===== config.mk =====
export PLATFORM = sky130hd
export DESIGN_NAME = pc_fetch_ctrl_rv32i
export DESIGN_NICKNAME = d
export VERILOG_FILES = /design/src/rtl/pc_fetch_ctrl_rv32i.sv
export SDC_FILE = /design/constraint.sdc
export NUM_CORES = 1
export LEC_CHECK = 0
export BUFFER_PORTS_ARGS = -buffer_cell sky130_fd_sc_hd__buf_4
export CORE_MARGIN = 1
export CORE_UTILIZATION = 25
export DETAILED_ROUTE_END_ITERATION = 16
export SETUP_SLACK_MARGIN = 0.2
export SLEW_MARGIN = 40
export SYNTH_ARGS = -nofsm -noshare
export SYNTH_HDL_FRONTEND = slang
export SYNTH_SLANG_ARGS = --single-unit

===== constraint.sdc =====
create_clock -name clock -period 4.78 [get_ports clock]
set_input_delay 0 -clock clock [delete_from_list [all_inputs] [get_ports clock]]
set_output_delay 0 -clock clock [all_outputs]
set_load 0.01 [all_outputs]

===== src/rtl/pc_fetch_ctrl_rv32i.sv =====
// RV32I program counter and fetch control ahead of the instruction ROM.
// Boot/run/halt/fault sequencing, next-PC selection and retire counting.
module pc_fetch_ctrl_rv32i #(
  parameter logic [31:0] RESET_VEC   = 32'h0000_0000,
  parameter int          IMEM_WORDS  = 32,
  parameter bit          EBREAK_HALT = 1'b1
) (
  input  logic        clock,
  input  logic        reset_n,
  input  logic        stall,
  input  logic        branch_taken,
  input  logic [31:0] branch_target,
  input  logic        jump,
  input  logic [31:0] jump_target,
  input  logic [31:0] instr,
  output logic [31:0] PC,
  output logic [31:0] pc_plus4,
  output logic        fetch_valid,
  output logic        halted,
  output logic        fault,
  output logic [31:0] fault_addr,
  output logic [31:0] instret
);

  typedef enum logic [1:0] {
    BOOT,
    RUN,
    HALT,
    FAULT
  } state_t;

  localparam logic [31:0] LIMIT = 32'(IMEM_WORDS * 4);
  localparam logic [31:0] EBREAK = 32'h0010_0073;

  state_t      state;
  logic [31:0] next_pc;
  logic        bad;
  logic        ebreak;

  assign pc_plus4 = PC + 32'd4;
  assign ebreak   = EBREAK_HALT && (instr == EBREAK);

  always_comb begin
    next_pc = pc_plus4;
    if (jump)
      next_pc = jump_target;
    else if (branch_taken)
      next_pc = branch_target;
  end

  assign bad = (next_pc[1:0] != 2'b00) || (next_pc >= LIMIT);

  always_ff @(posedge clock or negedge reset_n) begin
    if (!reset_n) begin
      state       <= BOOT;
      PC          <= RESET_VEC;
      instret     <= 32'd0;
      fault_addr  <= 32'd0;
      fetch_valid <= 1'b0;
      halted      <= 1'b0;
      fault       <= 1'b0;
    end else begin
      unique case (state)
        BOOT: begin
          state       <= RUN;
          fetch_valid <= 1'b1;
        end
        RUN: begin
          if (stall) begin
            state <= RUN;
          end else if (ebreak) begin
            state       <= HALT;
            fetch_valid <= 1'b0;
            halted      <= 1'b1;
          end else if (bad) begin
            state       <= FAULT;
            fetch_valid <= 1'b0;
            fault       <= 1'b1;
            fault_addr  <= next_pc;
          end else begin
            PC      <= next_pc;
            instret <= instret + 32'd1;
          end
        end
        HALT: state <= HALT;
        FAULT: state <= FAULT;
        default: state <= BOOT;
      endcase
    end
  end

endmodule


==> results of run 1 <==
cell usage after synthesis (4+ instances only):
cell	number
o21ai_0	15
nor3_1	22
nand4_1	19
or3_1	4
buf_2	7
nor4b_1	5
clkbuf_1	21
nor2_1	16
xnor2_1	18
and4_1	5
and2_1	31
mux2_2	10
or4_1	6
mux2i_1	18
a21o_1	7
nor2b_1	8
or2_2	8
inv_1	31
o211ai_1	5
xor2_1	35
a21oi_1	12
o31a_1	6
nand3_1	21
dfrtp_1	101
nor4_1	26
nor4_2	7
nand2_1	51
a22o_1	5
and3_1	6
buf_4	4
o31ai_1	6
buf_6	4
mux2_4	20
stage by stage:
| step | worst slack, ns | instances | area [sq um] |
|---|---|---|---|
| finish | 0.767 | 1157 | 8480 |
| global route | 0.551 | 1157 | 8480 |
| CTS | 0.754 | 1157 | 8480 |
| detailed placement | 0.790 | 1126 | 8020 |
| global placement | 0.805 | 1126 | 8020 |
| floorplan | 1.30 | 605 | 6010 |
report_power, final:
group          switching [W]  internal (W)
Combinational       0.000136      0.000174
Sequential         0.0000260      0.000893
Clock               0.000381      0.000372
path summary, 6_finish.rpt:
| check | startpoint | end | cells after the start |
|---|---|---|---|
| setup / recovery | PC[10] | fault_addr[0] | 9 |
| hold / removal | jump_target[22] | fault_addr[22] | 4 |
| setup reg to reg | PC[10] | fault_addr[0] | 9 |
| hold reg to reg | halted | halted | 1 |
| max in group asynchronous | reset_n | PC[19] | 3 |
| min in group asynchronous | reset_n | instret[1] | 2 |
cell families after synthesis:
kind of cell	count (synthesis)
AO/OA/AOI/OAI	78
XOR/XNOR	53
adder cells (fa/ha/maj)	2
buffers and inverters	69
flip-flops	101
multiplexers	50
AND/OR/NAND/NOR	252
registers in the layout, indices dropped and copies added, names as in the netlist:
name / flops
state: 2
PC: 32
fault: 1
instret: 32
halted: 1
fault_addr: 32
fetch_valid: 1
tightest hold or removal path, cell delays in order:
cell and delay (ns):
buf_4 0.09, nand2_1 0.04, o21ai_0 0.07, mux2_4 0.14
per-layer routing:
layer | GRT usage, % | vias to the layer above
li1 | - | 2631
met1 | 22.8 | 2699
met2 | 26.5 | 214
met3 | 4.38 | 35
met4 | 7.03 | 0
met5 | 0 | -
area by class of cell:
cell class	count	area, sq um	area share (%)
Clock buffer	9	225	2.66
Multi-Input combinational cell	435	3180	37.5
Sequential cell	101	2530	29.8
Clock inverter	7	80.1	0.945
Tap cell	319	399	4.71
Inverter	31	116	1.37
Timing Repair Buffer	255	1950	23.0
==> out/metrics.cfg, run 1 <==
[clocking]
cts_root_buffer = clkbuf_16
ctsResizeCount = 0
cts_buffers = 9
postCtsSetupRepairBufs = 0
clk_path_buf_depth = 2
clk_pin_slew_ns = 0.08
cts_tree = yes
hold_buffers = 15
h-tree-depth = 3
clkLatencyLatePin_ns = 0.36
cts.sinks = 101

[critical_path]
arrival_ns = 4.26
worstSetupEndpointType = flop
cp_max_fo = 28
path_buf_inv = 1
worst_setup_path_start_kind = flop
path_cells = and4_1 > nand4_2 > or4_1 > xnor2_1 > a2111o_1 > or2_2 > o31ai_4 > buf_4 > mux2_2
worst-setup-path-type = flop to flop
r2r_slack_ns = 0.77
cpPeakStageDelay_ns = 0.61
required_ns = 5.03
cp_top_family = simple AND/OR/NAND/NOR gates
cpMaxStageDelayCell = or4_1

[hold_path]
hold_path.class = input pin to flop

[yosys]
synth_edf_count = 0
yosysWarnings = 0
synth_area_leaders = dfrtp_1, xor2_1, mux2_4
synth_mux_area_share_pct = 10.2
seq_area_frac_synth_pct = 42.0
synth_top_area_share_pct = 42.0
yosys.area_share.adder_pct = 0.416
yosys.cell_types.count = 62
synthXorXnorAreaFrac_pct = 7.72
syn_area_sq_um = 6010
synthSimpleGateAreaFrac_pct = 24.7
async_flop_share_pct = 100
synth_top_family_by_area = simple AND/OR/NAND/NOR gates
synth-seq-cells = 101
synthCells = 605
syn_avg_cell_area_sq_um = 9.94
syn_nets = 708
ys.flop_type = dfrtp_1
yosys.area.top_type = dfrtp_1
synth_compound_area_share_pct = 9.64

[layout]
layout_commonest_cell = buf_4
final_cell_mix = buf_4, dfrtp_1, nand2_1
drive_above_1_share_pct = 37.5
area_growth_pct = 41.0
fillers = 2435
num_antenna_cells = 0
fin_util_pct = 36.0
final_nets = 936

[grt]
grt_pass1_wl_microns = 31700
overflow = 0
grtUsageTotal_pct = 17.2
grt_max_degree = 67
grt_pass1_vias = 5351
antenna_found_initial = 0

[power_and_ir_drop]
ir_worst_vdd_mv = 0.144
cellPowerDensity_nw_per_um2 = 234
p_leak_nw = 4.25
power_w = 0.00198

[sta]
holdWs_ns = 0.0161
rsz0062_at_grt = false
slew_headroom_pct = 46.9
skew_ns = 0.0172
setup_tns_ns = 0
maxSlewViolCount = 0
fin_crit_sh_pct = 84.0
finalSetupViolations = 0
fin_crit_ns = 4.01
fmaxAchievable_mhz = 249
hold_viol_final = 0
worst_slew_pin_slew_ns = 0.789

[route]
ant_nets = 0
num_vias = 5579
drt-total-wl_microns = 21200
wl_per_cell_microns = 18.3
wl_met3_microns = 1680
highest_layer = met4
drc = 0
dr.pass1.iters = 5
drt_iter0_markers = 336
met2WireLength_microns = 9540
routed_via_density = 4.82
met1Wirelength_microns = 9340

[place]
io_buffer_count = 231
place.gp.congestion = 0.936
place_hpwl_microns = 16400

[die]
die_area_sq_um = 24700
fp.dieH_microns = 157
initial_core_util_pct = 25.5
rows = 56
die_w_microns = 157
ios = 232
core_sq_um = 23500

[status]
status = finished, final reports clean

[job]
max_cap_violations = 0

Power figures use the tool's default switching activity.
==> run 2, diff against run 1 <==
--- a/config.mk
+++ b/config.mk
@@ -5,6 +5,7 @@
 export SDC_FILE = /design/constraint.sdc
 export NUM_CORES = 1
 export LEC_CHECK = 0
+export ABC_AREA = 1
 export BUFFER_PORTS_ARGS = -buffer_cell sky130_fd_sc_hd__buf_4
 export CORE_MARGIN = 1
 export CORE_UTILIZATION = 25
==> constraint.sdc (replaced) <==
create_clock -name clock -period 3.76 [get_ports clock]
set_input_delay 0 -clock clock [delete_from_list [all_inputs] [get_ports clock]]
set_output_delay 0 -clock clock [all_outputs]
set_load 0.01 [all_outputs]
==> run 2 against run 1 <==
Net effect: first-iteration DRC count increased by 120%; register-to-register slack got worse by 0.31 ns; routed wire length rose by 32%; combinational power up 110%; sequential cell count did not move; hold slack better by 0.0052 ns; clock power increased by 30%; die area rose by 14%; utilization shrank 1.4 points; sequential power is 40% higher; critical path type unchanged; design area rose by 10%; largest power group unchanged.
==> out/metrics.cfg, run 2 <==
[layout]
layout_commonest_cell = nand2_1
final_cell_mix = nand2_1, buf_4, nor2_1
final_nets = 1361  ; +45%
top_regs = PC: 32 flops, fault_addr: 32 flops, instret: 32 flops
area_growth_pct = 35.9
drive_above_1_share_pct = 25.3  ; -12 points

[hold_path]
holdPathStages = 3  ; -1
worstHoldEndpoint = fault_addr[1]
hp-start = jump_target[1]
hold_path.class = input pin to flop

[grt]
grt_pass1_wl_microns = 42300  ; +34%
overflow = 0  ; unchanged
grtUsageTotal_pct = 19.9  ; +2.7 points
antenna_found_initial = 1  ; +1
grt_max_degree = 50  ; -25%
grt_pass1_vias = 7190  ; +34%

[die]
ios = 232  ; unchanged
die_w_microns = 168  ; +6.7%
die_area_sq_um = 28100  ; +14%
fp.dieH_microns = 168  ; +6.7%
core_sq_um = 27000  ; +14%
initial_core_util_pct = 25.5  ; -0.077 points
rows = 60  ; +7.1%

[clocking]
cts_tree = yes
h-tree-depth = 3  ; unchanged
clk_pin_slew_ns = 0.07  ; about the same
clk_path_buf_depth = 2  ; unchanged
cts.sinks = 101  ; unchanged
cts_buffers = 9  ; unchanged
cts_root_buffer = clkbuf_16
clkLatencyLatePin_ns = 0.36  ; about the same

[yosys]
syn_area_sq_um = 6860  ; +14%
synthCells = 1031  ; +70%
syn_nets = 1134  ; +60%
seq_area_frac_synth_pct = 36.8  ; -5.2 points
yosys.area.top_type = dfrtp_1
async_flop_share_pct = 100  ; unchanged
syn_avg_cell_area_sq_um = 6.66  ; -33%
synth_edf_count = 0  ; unchanged
yosysWarnings = 0  ; unchanged
yosys.cell_types.count = 42  ; -32%
synthTopCellsByCount = nand2_1, nor2_1, inv_1, dfrtp_1, nand3_1
ys.flop_type = dfrtp_1
synth-seq-cells = 101  ; unchanged
synth_most_common_cell = nand2_1
synth_area_leaders = dfrtp_1, nand2_1, nor2_1
synth_top_area_share_pct = 36.8  ; -5.2 points

[power_and_ir_drop]
share_seq_of_total_power_pct = 44.1  ; -2.3 points
swShare_pct = 29.7  ; +2.3 points
power.internal_w = 0.00205  ; +43%
p_leak_nw = 4.94  ; +16%
clkPwrFrac_pct = 33.6  ; -4.4 points
ir_worst_vdd_mv = 0.204  ; +42%
comb_power_share_pct = 22.4  ; +6.8 points
p_sw_w = 0.000868  ; +60%
cellPowerDensity_nw_per_um2 = 313  ; +34%

[critical_path]
worst-setup-path-type = flop to flop
r2r_start = PC[2]
cp_max_fo = 32  ; +14%
timing.rr.end = fault_addr[27]
path_cells = ha_1 > nand2_2 > nor2_4 > nand2_4 > nor2_4 > nand3_1 > nand2_1 > nand3_1 > a21boi_1 > nand3_1 > nor2_4 > nand2_4 > nand2_8 > buf_4 > nand2_1 > o21ai_2
worstSetupEndpointType = flop
cpMaxStageDelayCell = dfrtp_1
cpPeakStageDelay_ns = 0.55  ; -0.06 ns
reg2regPathDepth = 16  ; +7
arrival_ns = 3.59  ; -0.67 ns
path_buf_inv = 1  ; unchanged
required_ns = 4.05  ; -0.98 ns
cp_top_family = simple AND/OR/NAND/NOR gates
worst_setup_path_start_kind = flop
r2r_slack_ns = 0.46  ; -0.31 ns

[sta]
slew_headroom_pct = 52.2  ; +5.3 points
fin_crit_sh_pct = 87.8  ; +3.8 points
fin_crit_ns = 3.30  ; -0.713 ns
setup_tns_ns = 0  ; unchanged
holdWs_ns = 0.0212  ; +0.00518 ns
fmaxAchievable_mhz = 303  ; +22%
hold_viol_final = 0  ; unchanged
finalSetupViolations = 0  ; unchanged
worst_slew_pin_slew_ns = 0.715  ; -0.0736 ns
maxSlewViolCount = 0  ; unchanged
rsz0062_at_grt = false
skew_ns = 0.0137  ; -0.00343 ns

[route]
drt_iter0_markers = 727  ; +120%
dr.pass1.iters = 6  ; +1
num_vias = 7584  ; +36%
routed_via_density = 4.73  ; -2.0%
drc = 0  ; unchanged
wl_per_cell_microns = 17.4  ; -5.0%
ant_nets = 0  ; unchanged
drt-total-wl_microns = 27900  ; +32%

[place]
place.gp.congestion = 0.933  ; -0.32%
place_hpwl_microns = 22400  ; +36%
io_buffer_count = 231  ; unchanged

[job]
max_cap_violations = 0  ; unchanged

[status]
status = finished, final reports clean

-- run 2: cell types whose count changed in the layout (fill, tap and decap cells not counted), moves of 14 or more --
cell	change
nand2_1	+329
nor2_1	+114
inv_1	+73
nand3_1	+42
and2_1	-29
nand4_1	+23
mux2_4	-20
mux2i_1	-18
o21ai_2	+16
nor4_1	-15
xnor2_1	-15
nand2_2	+14
-- run 2: worst max-delay path by stage --
stage / startpoint / end / cells past startpoint / slack (ns)
floorplan: PC[2] / fault_addr[26] / 15 / 1.31
detailed placement: PC[2] / fault_addr[27] / 16 / 0.37
finish: PC[2] / fault_addr[27] / 16 / 0.46
global route: PC[2] / fault_addr[7] / 16 / 0.20
global placement: PC[2] / fault_addr[27] / 16 / 0.47
CTS: PC[2] / fault_addr[27] / 16 / 0.35
-- run 2: power groups by stage --
stage	combinational, W	sequential, W	clock (W)
2_1_floorplan	0.000233	0.00134	0
3_3_place_gp	0.000647	0.00131	0
3_5_place_dp	0.000656	0.00131	0
4_1_cts	0.000662	0.00129	0.00101
5_1_grt	0.000717	0.00130	0.00106
6_report	0.000653	0.00129	0.000981
-- run 2: logic make-up (layout without fill, tap and decap cells) --
group | Yosys count | count (layout) | share of synthesized area (%)
simple gates | 697 | 697 | 44.4
buf+inv | 141 | 373 | 8.53
flops | 101 | 101 | 36.8
compound gates | 58 | 58 | 5.76
xor+xnor | 32 | 32 | 4.08
fa+ha+maj | 2 | 2 | 0.365
other cells | 0 | 1 | 0
-- run 2: through the flow --
stage | util, % | instance area, sq um | std cells | power, W | setup WS, ns
global placement | 33.2 | 8960 | 1583 | 0.00195 | 0.472
CTS | 34.6 | 9310 | 1604 | 0.00296 | 0.351
detailed placement | 33.2 | 8960 | 1583 | 0.00196 | 0.369
floorplan | - | 6860 | 1031 | 0.00157 | 1.31
global route | 34.6 | 9320 | 1605 | 0.00307 | 0.199
finish | 34.6 | 9320 | 1605 | 0.00292 | 0.460
-- run 2: final cells by class --
cell class,instances,area [sq um]
Clock inverter,5,60.1
Multi-Input combinational cell,789,3760
Fill cell,2879,17600
Tap cell,341,427
Timing Repair Buffer,251,1910
Clock buffer,11,243
Antenna cell,1,2.50
Inverter,106,398
Sequential cell,101,2530
-- run 2: what timing repair did --
item / CTS / global route
endpoints found under the hold margin: 29 / 0
hold buffers: 5 / 0
setup buffers: 0 / 0
setup endpoints to repair: 0 / 15
gates resized for setup: 0 / 1
-- run 2: worst register-to-register path, stage by stage, from the launching register on --
cell	delay, ns
dfrtp_1	0.55
ha_1	0.33
nand2_2	0.12
nor2_4	0.25
nand2_4	0.12
nor2_4	0.17
nand3_1	0.08
nand2_1	0.09
nand3_1	0.16
a21boi_1	0.31
nand3_1	0.17
nor2_4	0.18
nand2_4	0.13
nand2_8	0.22
buf_4	0.23
nand2_1	0.08
o21ai_2	0.05
-- run 2: routing by layer --
layer | wire (microns) | global-route usage, % | up-vias | part of all wire (%)
met5 | 0 | 0 | - | 0
met4 | 1030 | 8.26 | 0 | 3.7
met3 | 1880 | 3.66 | 39 | 6.7
met2 | 12600 | 31.7 | 327 | 45
met1 | 12400 | 26.3 | 3495 | 44
li1 | - | - | 3723 | -
